--- src/rtl/vga_clock_pkg.sv ---
`default_nettype none
// ============================================================================
// Module   : vga_clock_pkg
// Purpose  : Widths, window defaults and the default 3x5 digit font shared by
//            the VGA clock pixel pipeline and its timing generator.
// Revision : 1.0 - initial release
// ============================================================================
package vga_clock_pkg;

  localparam int RGB_W        = 6;
  localparam int BLOCK_W      = 6;
  localparam int PX_W         = 10;
  localparam int FONT_ENTRIES = 64;
  localparam int FONT_ROW_MAX = 16;
  localparam int FONT_ROW_W   = 4;

  localparam int X_ORIGIN_DEF   = 32;
  localparam int Y_ORIGIN_DEF   = 160;
  localparam int BLOCK_PX_DEF   = 16;
  localparam int NUM_BLOCKS_DEF = 20;
  localparam int FONT_H_DEF     = 5;
  localparam int X_WIN_END_DEF  = X_ORIGIN_DEF + NUM_BLOCKS_DEF * BLOCK_PX_DEF;
  localparam int Y_WIN_END_DEF  = Y_ORIGIN_DEF + FONT_H_DEF * BLOCK_PX_DEF;

  typedef logic [RGB_W-1:0] rgb_t;

  // Font image: entry a occupies bits [a*16 +: 16]; bit r of an entry = row r lit.
  typedef logic [FONT_ENTRIES*FONT_ROW_MAX-1:0] font_image_t;

  typedef struct packed {
    logic                  win;
    logic [FONT_ROW_W-1:0] row;
  } stage1_t;

  // Digits 0..9, three columns each, glyph base = 3*digit.
  localparam logic [4:0] DIGIT_COLS [30] = '{
    5'b11111, 5'b10001, 5'b11111,
    5'b00000, 5'b11111, 5'b00000,
    5'b11101, 5'b10101, 5'b10111,
    5'b10101, 5'b10101, 5'b11111,
    5'b00111, 5'b00100, 5'b11111,
    5'b10111, 5'b10101, 5'b11101,
    5'b11111, 5'b10101, 5'b11101,
    5'b00001, 5'b00001, 5'b11111,
    5'b11111, 5'b10101, 5'b11111,
    5'b10111, 5'b10101, 5'b11111
  };

  function automatic font_image_t digit_font();
    font_image_t img;
    img = '0;
    for (int i = 0; i < 30; i++) begin
      img[i*FONT_ROW_MAX +: 5] = DIGIT_COLS[i];
    end
    return img;
  endfunction

endpackage
`default_nettype wire

--- src/rtl/digit_scan_render_if.sv ---
`default_nettype none
// ============================================================================
// Module   : digit_scan_render_if
// Purpose  : Block-coordinate / glyph-lookup bus between the pixel renderer
//            (master) and the per-digit lookup stage (slave).
// Revision : 1.0 - initial release
// ============================================================================
interface digit_scan_render_if
  import vga_clock_pkg::*;
#(
  parameter int FONT_W = 3
);
  localparam int COL_W = (FONT_W > 1) ? $clog2(FONT_W) : 1;

  logic [BLOCK_W-1:0] x_block;
  logic [BLOCK_W-1:0] y_block;
  logic [5:0]         digit_index;
  logic [COL_W-1:0]   col_index;
  logic [RGB_W-1:0]   color;

  modport master (output x_block, y_block, input digit_index, col_index, color);
  modport slave  (input x_block, y_block, output digit_index, col_index, color);

endinterface
`default_nettype wire

--- src/rtl/digit_scan_render_font_rom.sv ---
`default_nettype none
// ============================================================================
// Module   : digit_scan_render_font_rom
// Purpose  : 64-entry font column ROM with a registered single-bit row read.
// Revision : 1.0 - initial release
// ============================================================================
module digit_scan_render_font_rom
  import vga_clock_pkg::*;
#(
  parameter font_image_t FONT_INIT = digit_font()
) (
  input  logic                  clk,
  input  logic                  reset,
  input  logic [5:0]            addr,
  input  logic [FONT_ROW_W-1:0] row,
  output logic                  lit
);

  logic [9:0]              w_base;
  logic [FONT_ROW_MAX-1:0] w_entry;
  logic                    r_lit;

  assign w_base  = {addr, 4'b0000};
  assign w_entry = FONT_INIT[w_base +: FONT_ROW_MAX];

  always_ff @(posedge clk) begin
    if (reset) begin
      r_lit <= 1'b0;
    end else begin
      r_lit <= w_entry[row];
    end
  end

  assign lit = r_lit;

endmodule
`default_nettype wire

--- src/rtl/digit_scan_render.sv ---
`default_nettype none
// ============================================================================
// Module   : digit_scan_render
// Purpose  : Pixel coordinates -> block coordinates -> font lookup -> RGB,
//            fixed 3-cycle latency from x_px/y_px to rgb.
// Revision : 1.0 - initial release
// ============================================================================
module digit_scan_render
  import vga_clock_pkg::*;
#(
  parameter font_image_t FONT_INIT  = digit_font(),
  parameter int          FONT_W     = 3,
  parameter int          FONT_H     = FONT_H_DEF,
  parameter int          BLOCK_PX   = BLOCK_PX_DEF,
  parameter int          NUM_BLOCKS = NUM_BLOCKS_DEF,
  parameter int          X_ORIGIN   = X_ORIGIN_DEF,
  parameter int          Y_ORIGIN   = Y_ORIGIN_DEF
) (
  input  logic                 clk,
  input  logic                 reset,
  input  logic [PX_W-1:0]      x_px,
  input  logic [PX_W-1:0]      y_px,
  input  logic                 activevideo,
  digit_scan_render_if.master  lk,
  output logic [RGB_W-1:0]     rgb
);

  localparam int CNT_W = $clog2(BLOCK_PX);
  localparam int COL_W = (FONT_W > 1) ? $clog2(FONT_W) : 1;

  localparam logic [PX_W-1:0]    c_x_lo     = PX_W'(X_ORIGIN);
  localparam logic [PX_W-1:0]    c_x_hi     = PX_W'(X_ORIGIN + NUM_BLOCKS * BLOCK_PX);
  localparam logic [PX_W-1:0]    c_y_lo     = PX_W'(Y_ORIGIN);
  localparam logic [PX_W-1:0]    c_y_hi     = PX_W'(Y_ORIGIN + FONT_H * BLOCK_PX);
  localparam logic [PX_W-1:0]    c_y_prev   = PX_W'(Y_ORIGIN - 1);
  localparam logic [CNT_W-1:0]   c_px_last  = CNT_W'(BLOCK_PX - 1);
  localparam logic [BLOCK_W-1:0] c_x_last   = BLOCK_W'(NUM_BLOCKS - 1);
  localparam logic [BLOCK_W-1:0] c_y_last   = BLOCK_W'(FONT_H - 1);

  logic               w_in_x, w_y_range, w_in_y, w_av_fall, w_x_origin;
  logic [5:0]         w_addr;
  logic               w_lit2;

  logic [CNT_W-1:0]   r_px_cnt, r_row_cnt;
  logic [BLOCK_W-1:0] r_x_block, r_y_block;
  logic               r_x_run, r_y_run, r_av_d, r_win0;
  stage1_t            r_s1;
  logic               r_win2;
  rgb_t               r_col2, r_rgb;

  always_comb begin
    w_x_origin = (x_px == c_x_lo);
    w_in_x     = activevideo && (x_px >= c_x_lo) && (x_px < c_x_hi);
    w_y_range  = (y_px >= c_y_lo) && (y_px < c_y_hi);
    w_in_y     = activevideo && w_y_range;
    w_av_fall  = r_av_d && !activevideo;
  end

  // Stage 0: block counters. The run flags keep the window dark after a
  // reset until the counters have been re-aligned at a window entry.
  always_ff @(posedge clk) begin
    if (reset) begin
      r_px_cnt  <= '0;
      r_row_cnt <= '0;
      r_x_block <= '0;
      r_y_block <= '0;
      r_x_run   <= 1'b0;
      r_y_run   <= 1'b0;
      r_av_d    <= 1'b0;
      r_win0    <= 1'b0;
    end else begin
      r_av_d <= activevideo;
      if (w_x_origin) begin
        r_px_cnt  <= CNT_W'(1);
        r_x_block <= '0;
        r_x_run   <= 1'b1;
      end else if (w_in_x) begin
        r_px_cnt <= (r_px_cnt == c_px_last) ? '0 : r_px_cnt + CNT_W'(1);
        // Step on the pixel after the wrap so block k starts at X_ORIGIN + k*BLOCK_PX.
        if (r_px_cnt == '0 && r_x_block != c_x_last) begin
          r_x_block <= r_x_block + BLOCK_W'(1);
        end
      end
      if (w_av_fall) begin
        if (y_px == c_y_prev || (y_px == c_y_lo && !r_y_run)) begin
          r_row_cnt <= '0;
          r_y_block <= '0;
          r_y_run   <= 1'b1;
        end else if (r_y_run && w_y_range) begin
          if (r_row_cnt == c_px_last) begin
            r_row_cnt <= '0;
            if (r_y_block != c_y_last) begin
              r_y_block <= r_y_block + BLOCK_W'(1);
            end
          end else begin
            r_row_cnt <= r_row_cnt + CNT_W'(1);
          end
        end
      end
      r_win0 <= w_in_x && w_in_y && r_y_run && (w_x_origin || r_x_run);
    end
  end

  assign lk.x_block = r_x_block;
  assign lk.y_block = r_y_block;

  // Stages 1..3: lookup stage answers alongside stage 1, ROM read in stage 2.
  always_ff @(posedge clk) begin
    if (reset) begin
      r_s1   <= '0;
      r_win2 <= 1'b0;
      r_col2 <= '0;
      r_rgb  <= '0;
    end else begin
      r_s1.win <= r_win0;
      r_s1.row <= r_y_block[FONT_ROW_W-1:0];
      r_win2   <= r_s1.win;
      r_col2   <= lk.color;
      r_rgb    <= (r_win2 && w_lit2) ? r_col2 : '0;
    end
  end

  assign w_addr = lk.digit_index + {{(6-COL_W){1'b0}}, lk.col_index};

  digit_scan_render_font_rom #(
    .FONT_INIT (FONT_INIT)
  ) u_font_rom (
    .clk   (clk),
    .reset (reset),
    .addr  (w_addr),
    .row   (r_s1.row),
    .lit   (w_lit2)
  );

  assign rgb = r_rgb;

endmodule
`default_nettype wire

--- src/flat_wrapper.sv ---
// flat-port wrapper written by rule: the top's interface ports become plain ports
module digit_scan_render_flat import vga_clock_pkg::*;
#(
  parameter font_image_t FONT_INIT  = digit_font(),
  parameter int          FONT_W     = 3,
  parameter int          FONT_H     = FONT_H_DEF,
  parameter int          BLOCK_PX   = BLOCK_PX_DEF,
  parameter int          NUM_BLOCKS = NUM_BLOCKS_DEF,
  parameter int          X_ORIGIN   = X_ORIGIN_DEF,
  parameter int          Y_ORIGIN   = Y_ORIGIN_DEF
)
  (clk, reset, x_px, y_px, activevideo, rgb, lk_x_block, lk_y_block, lk_digit_index, lk_col_index, lk_color);
  digit_scan_render_if #(.FONT_W(FONT_W)) lk_i ();
  input  logic clk;
  input  logic reset;
  input  logic [PX_W-1:0] x_px;
  input  logic [PX_W-1:0] y_px;
  input  logic activevideo;
  output logic [RGB_W-1:0] rgb;
  output wire logic [$bits(lk_i.x_block)-1:0] lk_x_block;
  output wire logic [$bits(lk_i.y_block)-1:0] lk_y_block;
  input wire logic [$bits(lk_i.digit_index)-1:0] lk_digit_index;
  input wire logic [$bits(lk_i.col_index)-1:0] lk_col_index;
  input wire logic [$bits(lk_i.color)-1:0] lk_color;
  assign lk_x_block = lk_i.x_block;
  assign lk_y_block = lk_i.y_block;
  assign lk_i.digit_index = lk_digit_index;
  assign lk_i.col_index = lk_col_index;
  assign lk_i.color = lk_color;
  digit_scan_render #(.FONT_INIT(FONT_INIT), .FONT_W(FONT_W), .FONT_H(FONT_H), .BLOCK_PX(BLOCK_PX), .NUM_BLOCKS(NUM_BLOCKS), .X_ORIGIN(X_ORIGIN), .Y_ORIGIN(Y_ORIGIN)) u_core (.clk(clk), .reset(reset), .x_px(x_px), .y_px(y_px), .activevideo(activevideo), .lk(lk_i), .rgb(rgb));
endmodule
--- config.mk ---
export PLATFORM = sky130hd
export DESIGN_NAME = digit_scan_render_flat
export DESIGN_NICKNAME = d
export VERILOG_FILES = /design/src/rtl/vga_clock_pkg.sv /design/src/rtl/digit_scan_render_if.sv /design/src/rtl/digit_scan_render_font_rom.sv /design/src/rtl/digit_scan_render.sv /design/src/flat_wrapper.sv
export SDC_FILE = /design/constraint.sdc
export NUM_CORES = 1
export LEC_CHECK = 0
export ABC_CLOCK_PERIOD_IN_PS = 3700
export CORE_ASPECT_RATIO = 2
export CORE_MARGIN = 3
export CORE_UTILIZATION = 50
export DETAILED_ROUTE_END_ITERATION = 12
export PLACE_DENSITY_LB_ADDON = 0.08
export SYNTH_ARGS = -nofsm -noshare
export SYNTH_HDL_FRONTEND = slang
export SYNTH_SLANG_ARGS = --single-unit
--- constraint.sdc ---
create_clock -name clk -period 3.7 [get_ports clk]
set_input_delay 0.74 -clock clk [delete_from_list [all_inputs] [get_ports clk]]
set_output_delay 0.74 -clock clk [all_outputs]
set_load 0.005 [all_outputs]
==> run summary, run 1 <==
The top-area cell type share of the netlist area came out at 0.358. The number of levels in the clock H-tree came out at 2. The via density per instance is around 5.6. In the final timing run, aggregate negative setup slack is 0 ns. After synthesis the cells add up to 0.00240 mm^2. The cell type with the largest total area after synthesis is dfxtp_1. The synthesized design contains 43 register bits. After floorplanning, the core was sized to cover roughly 0.0046 mm^2.

The fraction of layout instances using a drive strength above 1 is 0.0691. The floorplan step defined a die boundary enclosing 0.00573 mm^2. The portion of the clock cycle consumed by the worst path in the final layout came out at 0.839.

The number of antenna-violating nets in the routed design came out at 0. The worst endpoint required time is 3.93 ns. After clock tree synthesis, the clock-pin slew on the worst setup and hold paths is around 0.090 ns. The portion of the post-synthesis area used by sequential elements is 0.358. At the end of the flow, the number of nets in the layout was 384.

The number of antenna diodes in the final layout is 0. The number of failing hold endpoints at the final stage came out at 0. The fraction of registers with async set/reset is 0. Of the total power, combinational logic draws 0.201. The synthesized net count came out at ~330.

TritonCTS built the clock tree. The number of warnings printed during yosys synthesis is 0. Summed over all layers, the routed wires come to 5.39 mm.

The worst setup path is launched from an input pin. In this run the worst path has a maximum fanout of 5. Among all cell types in the netlist, the one instantiated most often is dfxtp_1.

The total power per unit cell area is just over 300 mW/mm^2. The effective utilization at floorplan is 0.518. The design area came out at 0.00312 mm^2. The post-synthesis cell type count is 53.

The die extent in x came out at 55.0 um. The final-report max-slew violation count is 0. The die is 104 um tall. The maximum root-to-sink buffer count came out at 2. The post-detailed-route wirelength per cell is 13.9 um. The minimum setup slack in the final design is 0.596 ns. The via count of the routed design is roughly 2200.

The detailed placer's ending HPWL came out at 4.25 mm. The number of top-level pins came out at 55. The internal power of the cells totals 704 uW. The power spent charging and discharging nets came out at 263 uW. The worst hold slack is 0.429 ns.

The floorplan has 35 rows. The average size of a mapped cell came out at roughly 8.7 um^2. The clock share of power came out at 0.310. Counting flops with a built-in enable in the synthesized netlist gives 0. The synthesized instance count came out at 275. The most used flip-flop cell after synthesis is dfxtp_1. The first-pass GRT wire length came out at 8.74 mm. The aggregate global routing overflow is 0.

The relative slew slack is 0.639. The later-pin clock latency in the skew report is 0.29 ns. The first TritonRoute pass finished after 4 iterations. In this run the clock root is driven by a clkbuf_8. The arrival time at the worst endpoint came out at approximately 3.3 ns. The actual transition at the worst max-transition pin is 0.539 ns. The number of instances resized during post-cts repair is 0.

The pin count of the biggest net entering global routing came out at 22. The endpoint kind of the worst setup timing path is a register. The via count of the first global-routing pass was 2160. The maximum clock rate is 0.322 GHz. The number of sinks handled by clock tree synthesis came out at 43. In the synthesized netlist, the cells that appear most often are dfxtp_1 (43), nor2_1 (26), a21oi_1 (19). In this run the cell area measured after placement is slightly above 0.003 mm^2. The non-filler instance count after layout is 388.

The placer congestion estimate came out at 0.814. The aggregate global-route resource usage came out at 0.202. The signed area change from the synthesized netlist to the final layout is 29.7%.

Buffers inserted during clock tree synthesis total 5. The worst path in the final design needs a cycle of between 3 and 4 ns, including I/O delays and setup. The final-report setup violation count is 0. The detailed-route DRC error count is 0. The sequential group share of total power is 0.489.

The reported leakage power came out at 1.18 nW. In the post-synthesis netlist, the biggest area contributors are dfxtp_1 (36%), ha_1 (7.3%), nor2_1 (4.1%). Max-cap violations in this run came to 0. The switching power as a share of total power came out at 0.272. For the final database, setup skew stands at 0.00811 ns. IR analysis of the VDD net gives a maximum drop of roughly 0.00028 V.

Setup repair after global routing left no endpoint under its margin. The min-delay analysis places its worst path in the category register to register. The post-placement setup slack is around 0.28 ns. The number of DRC markers after the initial detailed-route iteration came out at 32.

The number of buffer cells added on primary ports is 54. In this run the post-CTS setup repair buffer count came out at 0. The number of antenna violations at the first check in global routing came out at 0. The run finished with clean final reports. The number of hold-repair buffers added at the cts stage came out at 0.

Fill cells in the final layout number 402. After detailed placement, the design holds a cell count of 380. The worst setup path is of the input pin to register kind.
## logic make-up after synthesis
| logic type | share of synthesized area |
|---|---|
| compound gates | 0.185 |
| xor+xnor | 0.0547 |
| fa+ha+maj | 0.0812 |
| buf+inv | 0.0406 |
| flops | 0.358 |
| mux | 0.0302 |
| simple gates | 0.250 |
## routing by layer
metal  track usage  up-vias  share of wire
li1              -     1099              -
met1         0.175     1009           0.37
met2         0.399       33           0.58
met3        0.0359       15          0.026
met4        0.0800        0          0.025
met5             0        -              0
## state kept, by name, summed over array words and instances (netlist names)
register	flops
u_core.lk.x_block	6
u_core.lk.y_block	6
u_core.r_av_d	1
u_core.r_col2	6
u_core.r_px_cnt	4
u_core.r_row_cnt	4
u_core.r_s1	5
u_core.r_win0	1
u_core.r_win2	1
u_core.r_x_run	1
u_core.r_y_run	1
u_core.rgb	6
u_core.u_font_rom.lit	1
## final timing paths
path	end	slack, ns	depth (start not counted)	startpoint
worst max-delay path	u_core.u_font_rom.lit	0.60	10	lk_col_index[0]
worst min-delay path	u_core.rgb[4]	0.43	1	u_core.r_col2[4]
worst max register to register	u_core.lk.y_block[4]	1.79	6	u_core.r_row_cnt[0]
worst min register to register	u_core.rgb[4]	0.43	1	u_core.r_col2[4]
## worst max-delay path: stages
cell and delay (ns):
clkdlybuf4s50_1 0.40, ha_1 0.23, fa_1 0.49, buf_4 0.18
ha_1 0.24, mux2_2 0.27, nand2_1 0.06, a21boi_0 0.07
or4_1 0.48, a31oi_1 0.17
## power groups by stage
| stage | Clock [mW] | Sequential, mW | Combinational (mW) |
|---|---|---|---|
| 2_1_floorplan | 0 | 0.483 | 0.116 |
| 3_3_place_gp | 0 | 0.483 | 0.191 |
| 3_5_place_dp | 0 | 0.483 | 0.193 |
| 4_1_cts | 0.315 | 0.473 | 0.194 |
| 5_1_grt | 0.329 | 0.474 | 0.214 |
| 6_report | 0.300 | 0.473 | 0.195 |
## cell type report
| class | instances | area, um^2 | share of cell area |
|---|---|---|---|
| Multi-Input combinational cell | 207 | 1450 | 0.463 |
| Sequential cell | 43 | 861 | 0.276 |
| Timing Repair Buffer | 62 | 601 | 0.193 |
| Clock buffer | 5 | 68.8 | 0.0221 |
| Tap cell | 55 | 68.8 | 0.0221 |
| Inverter | 13 | 48.8 | 0.0157 |
| Clock inverter | 3 | 25.0 | 0.00803 |
## stage by stage
stage                      util  power (mW)
after floorplan               -       0.598
after CTS                 0.672       0.982
after global placement    0.651       0.674
after global routing      0.672        1.02
final                     0.672       0.967
after detailed placement  0.651       0.677
## cells in the final DEF (no fill, tap or decap), types with 2 or more instances in the layout
cell             instances
o211ai_1                 4
nor3_1                   6
nor4b_1                  2
clkbuf_8                 5
nand2_1                 18
nand3_1                  9
a31oi_1                  3
ha_1                    14
nor3b_1                  5
dfxtp_1                 43
xor2_1                  11
o2111ai_1                4
nor2_1                  26
or4_1                    2
o21ai_0                  7
nor2b_1                 14
a21o_1                   4
a21oi_1                 19
mux2i_1                  5
or3_1                    2
mux2_2                   2
buf_4                    8
nand4_1                  5
nand4b_1                 2
a311oi_1                 3
clkdlybuf4s50_1         54
xnor2_1                  4
and2_1                   8
and3_1                   4
clkinv_4                 2
inv_1                   13
a22oi_1                  2
(Power assumes the default switching activity.)
==> inputs of run 2 (changes only) <==
- ABC_CLOCK_PERIOD_IN_PS: 3700 -> 3100
- clock period: 3.7 -> 3.1 ns (I/O delays scaled with it)
==> run 2 against run 1 <==
Against the previous run: setup slack worse by 0.49 ns; design area is 2.9% higher; sequential power up 19%; critical endpoint unchanged; sequential share of layout area down 0.79 points; die area unchanged; flip-flop and latch count did not move; largest power group unchanged; global-route usage increased by 1.0 points; largest cell class unchanged.
==> run summary, run 2 (synthesis gave the netlist of run 1 again) <==
The core area came out at 0.00464 mm^2. The number of hold-repair buffers added at the cts stage came out at 0. The depth of the most critical reg-to-reg path came out at 6. The library cells used most frequently in the layout, excluding fill and tap cells, are clkdlybuf4s50_1 (54), dfxtp_1 (43), nor2_1 (26). Summed over all cells, the static leakage comes to around 1.2 nW. The fraction of layout instances using a drive strength above 1 is 0.105.

The via count of the first global-routing pass was 2108. The later-pin clock latency in the skew report is 0.29 ns. The maximum root-to-sink buffer count came out at 2. The min-delay analysis places its worst path in the category register to register.

The worst hold path stage count came out at 1. The number of sinks handled by clock tree synthesis is 43. The detailed placer's ending HPWL is 4.48 mm.

The number of antenna violations at the first check in global routing came to 0. Summing over every cut layer, the via total after detailed routing is 2205. The post-layout minimum cycle time is 2.99 ns. Buffers inserted during clock tree synthesis total 5.

After detailed routing, the average wire length per cell comes to 14.1 um. The critical setup path kind is input pin to register. Post-CTS repair changed the size of 0 cells. The aggregate global-route resource usage is 0.212. The routed design has 5.61 mm of wire.

Setup violations remaining at the end of the flow were counted as 0. The post-place instance area came out at 0.00311 mm^2. The worst endpoint required time came out at 3.28 ns. For the worst setup path, the data arrival time is approximately 3.2 ns.

The initial utilization of the core area, before any placement, comes to 0.518. Leaving out fill and tap cells, the most frequent cell in the layout is clkdlybuf4s50_1. The worst setup path is captured at a register.

The final-report max-slew violation count was 0. The cell row count is 35. Across the VDD grid, the largest voltage drop is between 0.0005 and 0.0006 V. Using the TritonRoute via totals, the vias-per-cell ratio works out to 5.53. The final worst clock skew is about 0.0084 ns. The instance count after placement with tap cells included came out at ~390.

Buffers placed on the I/O ports in this run total 54. The max-cap violation count came out at 0. The placer congestion estimate came out at 0.826. The die span in y came out at roughly 100 um.

The number of failing hold endpoints at the final stage is 0. Dividing total power by cell area gives a power density of about 370 mW/mm^2. The first-pass GRT wire length is 9.08 mm. The relative slew slack came out at 0.697. The pre-antenna-repair detailed-routing pass consisted of 4 iterations. The flow ran to the end, and the final reports show no timing, DRC or antenna violations. CTS built an H-tree with a depth of 2.

The actual transition at the worst max-transition pin is 0.450 ns. After detailed routing, the number of remaining DRC violations is 0. The floorplan step defined a die boundary enclosing between 0.005 and 0.006 mm^2. In this run the remaining antenna-violating nets after routing total 0.

The number of antenna diodes in the final layout is 0. The design area came out at between 0.003 and 0.004 mm^2. The signed area change from the synthesized netlist to the final layout came out at 33.5%.

The root buffer cell chosen for the clock tree is clkbuf_8. The core utilization of the finished layout came out at 0.691. The number of top-level pins came out at 55. The maximum clock rate came out at 0.334 GHz. The clock-pin slew of the registers on the worst-case setup and hold paths came out at 0.08 ns. Along the worst path, the maximum fanout reaches 5.

The die extent in x is around 55 um. Setup repair after global routing left no endpoint under its margin. The pin count of the biggest net entering global routing came out at 26. The portion of the clock cycle consumed by the worst path in the final layout is 0.965. TritonCTS built the clock tree. The post-CTS setup repair buffer count is 0. The aggregate global routing overflow came out at 0. For this run, the post-layout net count is roughly 400. The startpoint class of the critical path is an input pin. For this block, the initial DRC count from the detailed router was 49.

The non-filler instance count after layout is 399.
[run 2: cell types whose count changed in the layout (fill, tap and decap cells not counted), sizes merged]
cell / delta
inv: +1
clkinvlp: +1
buf: +11
clkinv: -2
[run 2: cell type report]
class                           count  area [um^2]
Multi-Input combinational cell    207         1460
Tap cell                           55         68.8
Fill cell                         397         1430
Timing Repair Buffer               73          683
Sequential cell                    43          861
Clock inverter                      3         23.8
Inverter                           13         48.8
Clock buffer                        5         68.8
[run 2: where the power goes]
group / switching (mW) / internal (mW) / total, mW
sequential: 0.00382 / 0.560 / 0.564
combinational: 0.123 / 0.139 / 0.262
clock: 0.195 / 0.161 / 0.356
total: 0.322 / 0.861 / 1.18
[run 2: layer usage]
layer,vias to the layer above,GRT usage,share of wire
li1,1120,-,-
met3,9,0.0301,0.025
met5,-,0,0
met1,1038,0.197,0.34
met2,38,0.424,0.62
met4,0,0.0574,0.017
[run 2: final timing paths]
kind | startpoint | to | slack [ns]
min | u_core.r_col2[0] | u_core.rgb[0] | 0.43
max | lk_col_index[0] | u_core.u_font_rom.lit | 0.11
min reg2reg | u_core.r_col2[0] | u_core.rgb[0] | 0.43
max reg2reg | u_core.r_row_cnt[0] | u_core.lk.y_block[4] | 1.13
[run 2: through the flow]
step / setup slack (ns) / TNS, ns / total power, mW / hold WS, ns
2_1_floorplan: 0.282 / 0 / 0.714 / 0.406
3_3_place_gp: -0.125 / -0.125 / 0.830 / 0.408
3_5_place_dp: -0.200 / -0.200 / 0.835 / 0.410
4_1_cts: 0.110 / 0 / 1.19 / 0.431
5_1_grt: 0.0194 / 0 / 1.25 / 0.451
6_report: 0.107 / 0 / 1.18 / 0.431
[run 2: worst max-delay path, cell delays in order]
cell	delay, ns
clkdlybuf4s50_1	0.41
ha_1	0.23
fa_2	0.59
inv_1	0.07
buf_4	0.14
ha_1	0.22
o41ai_2	0.37
a311oi_1	0.15
a311oi_1	0.30
a31oi_1	0.06
